===== src/rtl/block_convolutional_encoder.sv =====
// Rate-1/2 convolutional encoder: serialises a SIZE_IN-bit payload MSB first and packs {g0,g1} symbols.
// Define CONV_ENC_CONT_STATE_EN to keep the encoder history across frames (streaming code).
module block_convolutional_encoder #(
    parameter int             SIZE_IN = 8,
    parameter int             K       = 3,
    parameter logic [K-1:0]   G0      = 3'b111,
    parameter logic [K-1:0]   G1      = 3'b101
) (
    input  logic                   i_clk,
    input  logic                   i_rst_n,
    input  logic                   i_start,
    input  logic [SIZE_IN-1:0]     i_data,
    output logic [2*SIZE_IN-1:0]   o_data,
    output logic                   o_valid,
    output logic                   o_busy
);

    localparam int SIZE_OUT = 2 * SIZE_IN;
    localparam int CNT_W    = $clog2(SIZE_IN + 1);

    localparam logic [1:0] IDLE = 2'd0;
    localparam logic [1:0] ENC  = 2'd1;
    localparam logic [1:0] DONE = 2'd2;

    logic [1:0]          state;
    logic [CNT_W-1:0]    bit_cnt;
    logic [SIZE_IN-1:0]  payload;
    logic [K-2:0]        hist;
    logic [SIZE_OUT-1:0] pack;

    logic         cur_bit;
    logic [K-1:0] tap;
    logic         g0;
    logic         g1;

    always_comb begin
        cur_bit = payload[SIZE_IN-1];
        tap     = {cur_bit, hist};
        g0      = ^(tap & G0);
        g1      = ^(tap & G1);
    end

    assign o_busy = (state != IDLE);

    // NOTE: every register here is cleared by reset, including the payload and pack
    // registers, so an aborted frame leaves nothing behind; all state uses <=.
    always_ff @(posedge i_clk) begin
        if (!i_rst_n) begin
            state   <= IDLE;
            bit_cnt <= '0;
            payload <= '0;
            hist    <= '0;
            pack    <= '0;
            o_data  <= '0;
            o_valid <= 1'b0;
        end else begin
            o_valid <= 1'b0;
            case (state)
                IDLE: begin
                    if (i_start) begin
                        payload <= i_data;
                        bit_cnt <= '0;
`ifdef CONV_ENC_CONT_STATE_EN
                        hist    <= hist;
`else
                        hist    <= '0;
`endif
                        state   <= ENC;
                    end
                end
                ENC: begin
                    payload <= payload << 1;
                    // Upper K-1 taps are {b, h[K-2:1]}: the history after shifting b in.
                    hist    <= tap[K-1:1];
                    pack    <= {pack[SIZE_OUT-3:0], g0, g1};
                    bit_cnt <= bit_cnt + 1'b1;
                    if (bit_cnt == CNT_W'(SIZE_IN - 1))
                        state <= DONE;
                end
                DONE: begin
                    o_data  <= pack;
                    o_valid <= 1'b1;
                    state   <= IDLE;
                end
                default: state <= IDLE;
            endcase
        end
    end

endmodule

===== config.mk =====
export PLATFORM = sky130hd
export DESIGN_NAME = block_convolutional_encoder
export DESIGN_NICKNAME = d
export VERILOG_FILES = /design/src/rtl/block_convolutional_encoder.sv
export SDC_FILE = /design/constraint.sdc
export NUM_CORES = 1
export LEC_CHECK = 0
export CAP_MARGIN = 20
export CORE_MARGIN = 4
export CORE_UTILIZATION = 40
export CTS_CLUSTER_DIAMETER = 30
export DETAILED_ROUTE_END_ITERATION = 8
export HOLD_SLACK_MARGIN = 0.15
export SLEW_MARGIN = 20
export SYNTH_ARGS = -nofsm -noshare
export SYNTH_HDL_FRONTEND = slang
export SYNTH_SLANG_ARGS = --single-unit
export TNS_END_PERCENT = 50

===== constraint.sdc =====
create_clock -name i_clk -period 2.8 [get_ports i_clk]
set_clock_uncertainty 0.15 [all_clocks]
set_input_delay 0.42 -clock i_clk [delete_from_list [all_inputs] [get_ports i_clk]]
set_output_delay 0.42 -clock i_clk [all_outputs]
set_load 0.03 [all_outputs]

* Word-level counts from Yosys, hierarchy flattened
Cells that the tools add are included.
Word-level totals: bits in registers 49, input bits 11, output and inout port bits 18, logic and storage cells 30
Cells by class: add/subtract/negate cells 1, equal/unequal tests 5, multiplexer cells 10, reductions and logical operators 7
Operators with widths (number):
- case mux 8 bit (2 select lines) | 1
- 2-to-1 mux 8 bit | 1
- case mux 2 bit (2 select lines) | 2
- case mux 4 bit (2 select lines) | 1
- 2-to-1 mux 2 bit | 3
- XOR reduction 3 bit | 2
- adder 4 x 1 -> 4 bit (second input constant) | 1
- == test 4 x 3 -> 1 bit (second input constant) | 1
- 2-to-1 mux 4 bit | 1
- inequality test 2 bit (second input constant) | 2
- AND reduction 2 bit | 2
- nonzero test 2 bit | 2
- == test 2 x 1 -> 1 bit (second input constant) | 1
- == test 2 bit (second input constant) | 1
- zero test 2 bit | 1
- 2-to-1 mux 1 bit | 1

* Logic depth before layout (Yosys ltp)
Gate-level depths: netlist (run 1).
depth in word-level cells 3, mapped depth 6, gate-level depth less buffers 4

* Least setup slack after synthesis (run 1)
Ideal clock, no wire load.
kind register -> output, from reg state[0], to out o_busy, data arrival time 945 ps, data required time 2230 ps, setup slack 1285 ps, stages on the path, launching flop included 4, path buffers 1, cell sequence dfxtp_1 > buf_6 > clkinv_1 > nand2_1
Between the ends: cells in the longest elaborated chain, start to end 1
RTL lines:
- from (decl) | RTL line 25 | logic [1:0] state;
- from (signal assigned) | RTL line 49 | state <= IDLE;
- from (signal assigned) | RTL line 68 | state <= ENC;
- from (signal assigned) | RTL line 78 | state <= DONE;
- nonzero test 2 bit | RTL line 43 | assign o_busy = (state != IDLE);
- to (decl) | RTL line 15 | output logic o_busy
Every way passes these cells.

* Worst setup path in the final report (run 1)
from reg state[1], to out o_busy
The elaborated chain is that of the path after synthesis.

==> results of run 1 <==
placed cells by master (no fill, tap or decap), types with 2 or more instances in the layout:
cell	Yosys	routed
buf_4	3	2
clkbuf_8	0	6
o21ai_0	7	7
nand2_2	9	9
nand3_1	4	4
a211oi_1	3	3
nand2b_1	3	3
nand2_1	55	55
a21oi_1	30	30
and3b_1	2	2
nor2b_1	2	2
inv_1	2	2
o22ai_1	4	4
a22oi_1	3	3
nor2_1	7	7
o221ai_1	3	3
a21oi_2	9	9
clkdlybuf4s50_1	0	28
dfxtp_1	49	49
or3b_1	2	2
cell families (layout without fill, tap and decap cells):
logic type      count (synthesis)  in the layout  share of synthesized area
buf+inv                        19             41                     0.0610
compound gates                 64             64                      0.204
simple gates                   92             92                      0.226
xor+xnor                        1              1                    0.00445
flops                          49             49                      0.498
fa+ha+maj                       1              1                    0.00636
state kept, by name, summed over array words and instances, names as in the netlist:
name and count:
bit_cnt 4, hist 2, o_data 16, o_valid 1
pack 16, payload 8, state 2
per-stage QoR:
step / power [µW] / utilization / cells / setup WS [ns]
after CTS: 1340 / 0.495 / 315 / 0.337
final: 1320 / 0.495 / 315 / 0.356
after global placement: 833 / 0.471 / 307 / 0.675
after detailed placement: 834 / 0.471 / 307 / 0.672
after global routing: 1390 / 0.495 / 315 / 0.205
after floorplan: 807 / - / 226 / 1.29
metal layers:
| metal | share of wire | wire (µm) | GRT usage | vias up |
|---|---|---|---|---|
| met5 | 0 | 0 | 0 | - |
| met4 | 0.0093 | 34 | 0.0315 | 0 |
| met3 | 0.052 | 190 | 0.0344 | 6 |
| met2 | 0.44 | 1600 | 0.195 | 37 |
| met1 | 0.50 | 1820 | 0.173 | 703 |
| li1 | - | - | - | 801 |
worst max-delay path, delay by kind of cell, from the launching register on:
family                 cells  cell delay, ns
buffers and inverters      2            0.91
DFF                        1            0.57
and+or+nand+nor            1            0.11
cell type report:
type                            instances  area, µm²
Fill cell                             502       2400
Multi-Input combinational cell        158        867
Tap cell                               67       83.8
Sequential cell                        49        981
Clock buffer                            7       86.3
Inverter                                3       11.3
Timing Repair Buffer                   30        295
Clock inverter                          1       30.0
worst paths after layout:
kind | end | from | cells after the start
worst max-delay path | o_busy | state[1]$_SDFFE_PN0P_ | 3
worst min-delay path | o_data[15]$_SDFFE_PN0P_ | pack[15]$_SDFFE_PN0N_ | 2
worst max register to register | o_data[0]$_SDFFE_PN0P_ | state[0]$_SDFFE_PN0P_ | 4
worst min register to register | o_data[15]$_SDFFE_PN0P_ | pack[15]$_SDFFE_PN0N_ | 2
power breakdown:
part           switching, µW  total (µW)  internal, µW
Sequential              11.7         725           713
Combinational           52.5        91.3          38.9
Clock                    215         507           291
==> impl_metrics.py, run 1 <==
metrics = {
    "status": {
        "status": "complete, no violations",
    },
    "timing": {
        "rsz0062_at_grt": "no",
        "fin_crit_sh": 0.873,
        "worstMarginPinSlew_ns": 0.883,
        "hold_viol_final": 0,
        "slew_viol_final": 0,
        "post-route-min-period_ns": 2.44,
        "timing.setup.tns_ns": 0,
        "hold_slack_ns": 0.306,
        "max_freq_mhz": 409,
        "slew-limit-headroom": 0.412,
        "setup_violations": 0,
    },
    "synthesis": {
        "syn_area_um2": 1970,
        "seq_area_frac_synth": 0.498,
        "synth_nets": 238,
        "async_flop_share": 0,
        "yosys-top-cells-area": "dfxtp_1 (50%), nand2_1 (10%), a21oi_1 (7.6%)",
        "synth_common_cells": "nand2_1 (55), dfxtp_1 (49), a21oi_1 (30), a21oi_2 (9), nand2_2 (9)",
        "ys.flop_type": "dfxtp_1",
        "synth_top_area_frac": 0.498,
        "netlist-cell-type-count": 38,
        "synth_seq_cells": 49,
        "synth_enable_flop_cells": 0,
        "netlist_instances": 226,
        "avgSynthCellArea_um2": 8.71,
        "yosysTopAreaCell": "dfxtp_1",
        "synth.most_common_cell": "nand2_1",
        "ys_warn_count": 0,
    },
    "finish": {
        "antennaDiodeCount": 0,
        "nNetsFinal": 259,
        "area_growth_pct": 19.6,
        "postLayoutCellArea_um2": 2350,
        "drive_gt1_frac": 0.125,
    },
    "pwr": {
        "powerDensity_nw_per_um2": 562,
        "p_leak_uw": 0.000780,
        "peakVddDrop_mv": 0.304,
    },
    "global_routing": {
        "grt_max_degree": 41,
        "grtUsageTotal": 0.126,
        "gr-total-overflow": 0,
        "grt_pass1_vias": 1385,
        "antenna_found_initial": 0,
        "grt_first_pass_wirelength_um": 6330,
    },
    "die": {
        "die-area_um2": 6110,
        "design.core.area_um2": 4750,
        "die_w_um": 78.1,
        "die_h_um": 78.1,
        "initial_utilization": 0.414,
        "ioPinCount": 29,
        "fp-row-count": 25,
    },
    "detailed_routing": {
        "drt_iter0_drc": 121,
        "drc_errors": 0,
        "ant_nets": 0,
        "wl_per_cell_um": 11.6,
        "first_pass_iters": 4,
        "dr_total_vias": 1547,
        "vias_per_cell": 4.91,
        "wl_um": 3640,
    },
    "placed_design": {
        "port_buffers": 28,
        "placed_area_um2": 2240,
        "dp_hpwl_um": 2390,
        "gp_congestion": 0.759,
    },
    "critical_path": {
        "critPathLaunchType": "flop",
        "worst-setup-path-type": "flop to primary output",
        "cp-end-kind": "primary output",
        "cp_data_required_time_ns": 2.23,
        "worst_path_max_delay_cell": "clkdlybuf4s50_1",
        "cp_max_fo": 13,
        "r2r_slack_ns": 1.08,
        "crit_chain": "inv_1 > nand2_1 > clkdlybuf4s50_1",
        "crit_arrival_ns": 1.87,
        "max_stage_delay_ns": 0.67,
    },
    "cts": {
        "clkSlewWorstSetupHoldPaths_ns": 0.08,
        "numCtsBuffers": 5,
        "htreeDepth": 2,
        "post_cts_buffers": 0,
        "root_buffer": "clkbuf_8",
        "clkLatencyLatePin_ns": 0.29,
        "cts_resized": 0,
        "clock_sinks": 49,
        "hold_buffers": 0,
        "cts_tree": "done",
        "clk_path_buf_depth": 2,
    },
    "hold_path": {
        "hold_path_class": "flop to flop",
    },
    "flow_run": {
        "drv_cap": 0,
    },
}
Power figures use the tool's default switching activity.
==> inputs of run 2 (changes only) <==
- CORE_MARGIN: 4 -> 1
- DONT_BUFFER_PORTS: default -> 1
- GPL_TIMING_DRIVEN: default -> 0
==> run 2 against run 1 <==
Via count shrank 1.7%. Critical path type unchanged. Maximum frequency grew 22%. Clock power is essentially flat. Combinational power shrank 7.2%. Sequential power is essentially flat. Final area shrank 8.0%. Die area shrank 15%. Global-route usage grew 3.3 points. Largest power group unchanged. Critical endpoint unchanged.
==> impl_metrics.py, run 2 (synthesis results as in run 1) <==
metrics = {
    "timing": {
        "slew_viol_final": 0,
        "hold_viol_final": 0,
        "slew-limit-headroom": 0.529,
        "setup_violations": 0,
        "max_freq_mhz": 501,
        "rsz0062_at_grt": "no",
        "fin_crit_sh": 0.713,
        "hold_slack_ns": 0.182,
        "timing.setup.tns_ns": 0,
        "post-route-min-period_ns": 2.00,
        "worstMarginPinSlew_ns": 0.707,
    },
    "die": {
        "die-area_um2": 5200,
        "fp-row-count": 25,
        "design.core.area_um2": 4720,
        "die_w_um": 72.1,
        "die_h_um": 72.1,
        "initial_utilization": 0.417,
        "ioPinCount": 29,
    },
    "cts": {
        "clk_path_buf_depth": 2,
        "numCtsBuffers": 5,
        "htreeDepth": 2,
        "hold_buffers": 0,
        "post_cts_buffers": 0,
        "clock_sinks": 49,
        "cts_resized": 0,
        "clkSlewWorstSetupHoldPaths_ns": 0.09,
        "root_buffer": "clkbuf_8",
        "cts_tree": "done",
        "clkLatencyLatePin_ns": 0.30,
    },
    "flow_run": {
        "drv_cap": 0,
    },
    "critical_path": {
        "crit_chain": "buf_6 > clkinv_1 > nand2_1",
        "worst-setup-path-type": "flop to primary output",
        "r2r_slack_ns": 1.39,
        "reg2reg_to": "o_data[4]$_SDFFE_PN0P_",
        "cp-end-kind": "primary output",
        "rr_worst_depth": 6,
        "critPathTopFamily": "flip-flops",
        "r2r_start": "state[0]$_SDFFE_PN0P_",
        "cp.buffers_inverters": 2,
        "crit_arrival_ns": 1.43,
        "worst_path_max_delay_cell": "dfxtp_1",
        "critPathLaunchType": "flop",
        "max_stage_delay_ns": 0.41,
        "cp_max_fo": 10,
        "cp_data_required_time_ns": 2.23,
    },
    "placed_design": {
        "dp_cells": 293,
        "port_buffers": 0,
        "dp_hpwl_um": 2630,
        "gp_congestion": 0.754,
    },
    "detailed_routing": {
        "wl_per_cell_um": 12.6,
        "drt_iter0_drc": 83,
        "first_pass_iters": 4,
        "drc_errors": 0,
        "vias_per_cell": 5.05,
        "wl_um": 3800,
        "dr_total_vias": 1520,
        "ant_nets": 0,
    },
    "finish": {
        "area_growth_pct": 10.1,
        "layout_common_cells": "nand2_1 (55), dfxtp_1 (49), a21oi_1 (30)",
        "layout_commonest_cell": "nand2_1",
        "nNetsFinal": 245,
        "antennaDiodeCount": 0,
        "reg_top3": "o_data: 16 flops, pack: 16 flops, payload: 8 flops",
        "fin_cells": 301,
        "fillCellCount": 480,
        "drive_gt1_frac": 0.175,
    },
    "hold_path": {
        "min_to": "payload[3]$_SDFFE_PN0P_",
        "hold_path_class": "primary input to flop",
        "min_from": "i_data[3]",
        "hold_depth": 2,
    },
    "pwr": {
        "p_leak_uw": 0.000733,
        "p_sw_frac": 0.234,
        "p_seq_frac": 0.550,
        "p_clk_frac": 0.386,
        "peakVddDrop_mv": 0.358,
        "p_comb_frac": 0.064,
        "powerDensity_nw_per_um2": 610,
        "total_power_uw": 1320,
        "p_int_uw": 1010,
        "power.switching_uw": 309,
    },
    "global_routing": {
        "gr-total-overflow": 0,
        "grt_max_degree": 17,
        "grt_first_pass_wirelength_um": 6460,
        "antenna_found_initial": 0,
        "grtUsageTotal": 0.159,
        "grt_pass1_vias": 1437,
    },
    "status": {
        "status": "complete, no violations",
    },
}
-- run 2: changes by cell type in the layout (fill, tap and decap cells not counted), sizes merged --
cell,previous run,this run
clkbuf,7,10
clkinv,1,2
clkinvlp,0,1
buf,2,11
clkdlybuf4s50,28,0
-- run 2: cell type report --
class / count / area (µm²) / share of cell area
Buffer: 16 / 109 / 0.0502
Sequential cell: 49 / 981 / 0.453
Clock buffer: 5 / 68.8 / 0.0318
Inverter: 3 / 11.3 / 0.00520
Multi-Input combinational cell: 158 / 867 / 0.400
Tap cell: 67 / 83.8 / 0.0387
Clock inverter: 3 / 46.3 / 0.0214
-- run 2: worst register-to-register path: stages, from the launching register on --
cell and delay (ns):
dfxtp_1 0.41, buf_6 0.16, nand2b_1 0.10, buf_4 0.16, buf_12 0.15, nand2_2 0.06, a21oi_2 0.14
-- run 2: worst max-delay path by stage --
stage                               start     end  slack (ns)  depth (start not counted)
floorplan           state[0]$_SDFFE_PN0P_  o_busy        1.29                          3
global placement    state[0]$_SDFFE_PN0P_  o_busy        1.14                          3
detailed placement  state[0]$_SDFFE_PN0P_  o_busy        1.14                          3
CTS                 state[0]$_SDFFE_PN0P_  o_busy        0.79                          3
global route        state[0]$_SDFFE_PN0P_  o_busy        0.70                          3
finish              state[0]$_SDFFE_PN0P_  o_busy        0.80                          3
-- run 2: per-stage QoR --
step / utilization / area [µm²] / setup slack, ns
2_1_floorplan: - / 1970 / 1.29
3_3_place_gp: 0.434 / 2050 / 1.14
3_5_place_dp: 0.434 / 2050 / 1.14
4_1_cts: 0.459 / 2170 / 0.793
5_1_grt: 0.459 / 2170 / 0.701
6_report: 0.459 / 2170 / 0.804
-- run 2: power groups by stage --
stage / logic [µW] / clock network (µW) / registers [µW]
finish: 84.7 / 510 / 726
global placement: 84.7 / 0 / 742
detailed placement: 85.3 / 0 / 742
floorplan: 68.0 / 0 / 739
CTS: 85.7 / 525 / 726
global route: 94.3 / 554 / 729
-- run 2: routing by layer --
metal | part of all wire | GRT usage | vias to the layer above
met5 | 0 | 0 | -
met4 | 0.016 | 0.0654 | 0
met3 | 0.039 | 0.0431 | 7
met1 | 0.50 | 0.201 | 705
met2 | 0.45 | 0.256 | 34
li1 | - | - | 774
==> inputs of run 3 (changes only) <==
- clock period: 2.8 -> 1.6 ns (I/O delays scaled with it)
==> run 3 against run 2 <==
Register-to-register slack worse by 1.2 ns. Total power up 77%. Critical path depth unchanged. Core utilization up 2.5 points. First-iteration DRC count down 1.2%. Count of clock-buffer cells in the layout unchanged. Non-clock buffer count up 10. Via count up 2.8%. Hold slack worse by 0.028 ns. Critical endpoint unchanged. Largest power group unchanged.
==> impl_metrics.py, run 3 (synthesis results as in run 1) <==
metrics = {
    "status": {
        "status": "complete, no violations",
    },
    "detailed_routing": {
        "ant_nets": 0,
        "first_pass_iters": 4,
        "drt_iter0_drc": 82,
        "vias_per_cell": 5.02,
        "dr_total_vias": 1562,
        "wl_per_cell_um": 12.7,
        "drc_errors": 0,
        "wl_um": 3940,
    },
    "finish": {
        "area_growth_pct": 16.1,
        "layout_commonest_cell": "nand2_1",
        "fin_cells": 311,
        "antennaDiodeCount": 0,
        "layout_common_cells": "nand2_1 (54), dfxtp_1 (48), a21oi_1 (30)",
        "drive_gt1_frac": 0.193,
        "reg_top3": "o_data: 16 flops, pack: 16 flops, payload: 8 flops",
        "nNetsFinal": 255,
    },
    "cts": {
        "clkLatencyLatePin_ns": 0.30,
        "clock_sinks": 49,
        "htreeDepth": 2,
        "clkSlewWorstSetupHoldPaths_ns": 0.09,
        "clk_path_buf_depth": 2,
        "root_buffer": "clkbuf_8",
        "numCtsBuffers": 5,
        "cts_tree": "done",
    },
    "timing": {
        "fin_crit_sh": 0.944,
        "max_freq_mhz": 662,
        "slew-limit-headroom": 0.674,
        "worstMarginPinSlew_ns": 0.489,
        "slew_viol_final": 0,
        "hold_viol_final": 0,
        "post-route-min-period_ns": 1.51,
        "hold_slack_ns": 0.154,
        "setup_violations": 0,
        "rsz0062_at_grt": "no",
        "timing.setup.tns_ns": 0,
    },
    "die": {
        "die-area_um2": 5200,
        "ioPinCount": 29,
        "initial_utilization": 0.417,
        "die_h_um": 72.1,
        "fp-row-count": 25,
        "die_w_um": 72.1,
        "design.core.area_um2": 4720,
    },
    "pwr": {
        "peakVddDrop_mv": 0.662,
        "p_leak_uw": 0.000780,
        "powerDensity_nw_per_um2": 1020,
        "total_power_uw": 2340,
    },
    "placed_design": {
        "gp_congestion": 0.754,
        "dp_hpwl_um": 2630,
        "dp_cells": 293,
        "port_buffers": 0,
    },
    "global_routing": {
        "grtUsageMet1": 0.197,
        "gr-total-overflow": 0,
        "use_met3": 0.0444,
        "busiest_layer": "met2",
        "globalRouteMet2Util": 0.277,
        "grt_first_pass_wirelength_um": 6680,
        "antenna_found_initial": 0,
        "grt_pass1_vias": 1499,
        "grtUsageTotal": 0.164,
        "grt_max_degree": 17,
    },
    "critical_path": {
        "cp_max_fo": 10,
        "crit_path_start": "state[0]$_SDFFE_PN0P_",
        "critPathLaunchType": "flop",
        "r2r_slack_ns": 0.23,
        "crit_arrival_ns": 1.12,
        "cp-end-kind": "primary output",
        "cp-endpoint": "o_busy",
        "reg2reg_to": "o_data[9]$_SDFFE_PN0P_",
        "worst-setup-path-type": "flop to primary output",
        "rr_worst_depth": 5,
        "r2r_start": "state[0]$_SDFFE_PN0P_",
        "cp_data_required_time_ns": 1.21,
    },
    "flow_run": {
        "drv_cap": 0,
    },
    "hold_path": {
        "hold_path_class": "primary input to flop",
    },
}
[run 3: cell types whose count changed in the layout (fill, tap and decap cells not counted), sizes merged]
cell | before | now
dlygate4sd3 | 0 | 9
buf | 11 | 12
clkinvlp | 1 | 2
inv | 2 | 1
[run 3: power by group]
group	leakage, µW	internal (µW)	switching, µW
clock	0.0000543	468	428
combinational	0.000328	71.3	97.7
sequential	0.000398	1250	22.9
total	0.000780	1790	549
[run 3: timing repair]
| item | 4_1_cts | 5_1_grt |
|---|---|---|
| setup endpoints to repair | 1 | 4 |
| setup buffers | 1 | 0 |
| gates cloned | 0 | 0 |
| hold buffers | 9 | 0 |
| gates resized for setup | 5 | 4 |
| endpoints found under the hold margin | 9 | 0 |
[run 3: layer usage]
metal,wire length [µm],part of all wire
met4,59,0.015
met2,1840,0.47
met3,161,0.041
met1,1870,0.48
met5,0,0
[run 3: layout make-up]
type	instances	area, µm²
inverter	3	16.3
sequential	49	982
multi-input combinational	158	875
clock inverter	3	46.3
clock buffer	5	68.8
tap	67	83.8
buffer	16	116
timing repair buffer	10	97.6
fill	477	2440
[run 3: how the worst min path moves through the flow]
stage | start | end | depth (start not counted)
final | i_start | payload[2]$_SDFFE_PN0P_ | 3
after global routing | i_start | payload[2]$_SDFFE_PN0P_ | 3
after detailed placement | pack[14]$_SDFFE_PN0N_ | o_data[14]$_SDFFE_PN0P_ | 2
after floorplan | pack[14]$_SDFFE_PN0N_ | o_data[14]$_SDFFE_PN0P_ | 2
after CTS | i_start | payload[2]$_SDFFE_PN0P_ | 3
after global placement | pack[15]$_SDFFE_PN0N_ | pack[15]$_SDFFE_PN0N_ | 2
[run 3: critical path, stage by stage (launching register included)]
cell and delay (ns):
dfxtp_2 0.37, buf_6 0.15, clkinv_2 0.15, nand2_4 0.14
[run 3: per-stage QoR]
step | cell area (µm²) | worst slack [ns] | utilization
2_1_floorplan | 1970 | 0.265 | -
3_3_place_gp | 2050 | 0.118 | 0.434
3_5_place_dp | 2050 | 0.120 | 0.434
4_1_cts | 2280 | 0.0159 | 0.483
5_1_grt | 2290 | 0.0133 | 0.484
6_report | 2290 | 0.0901 | 0.484
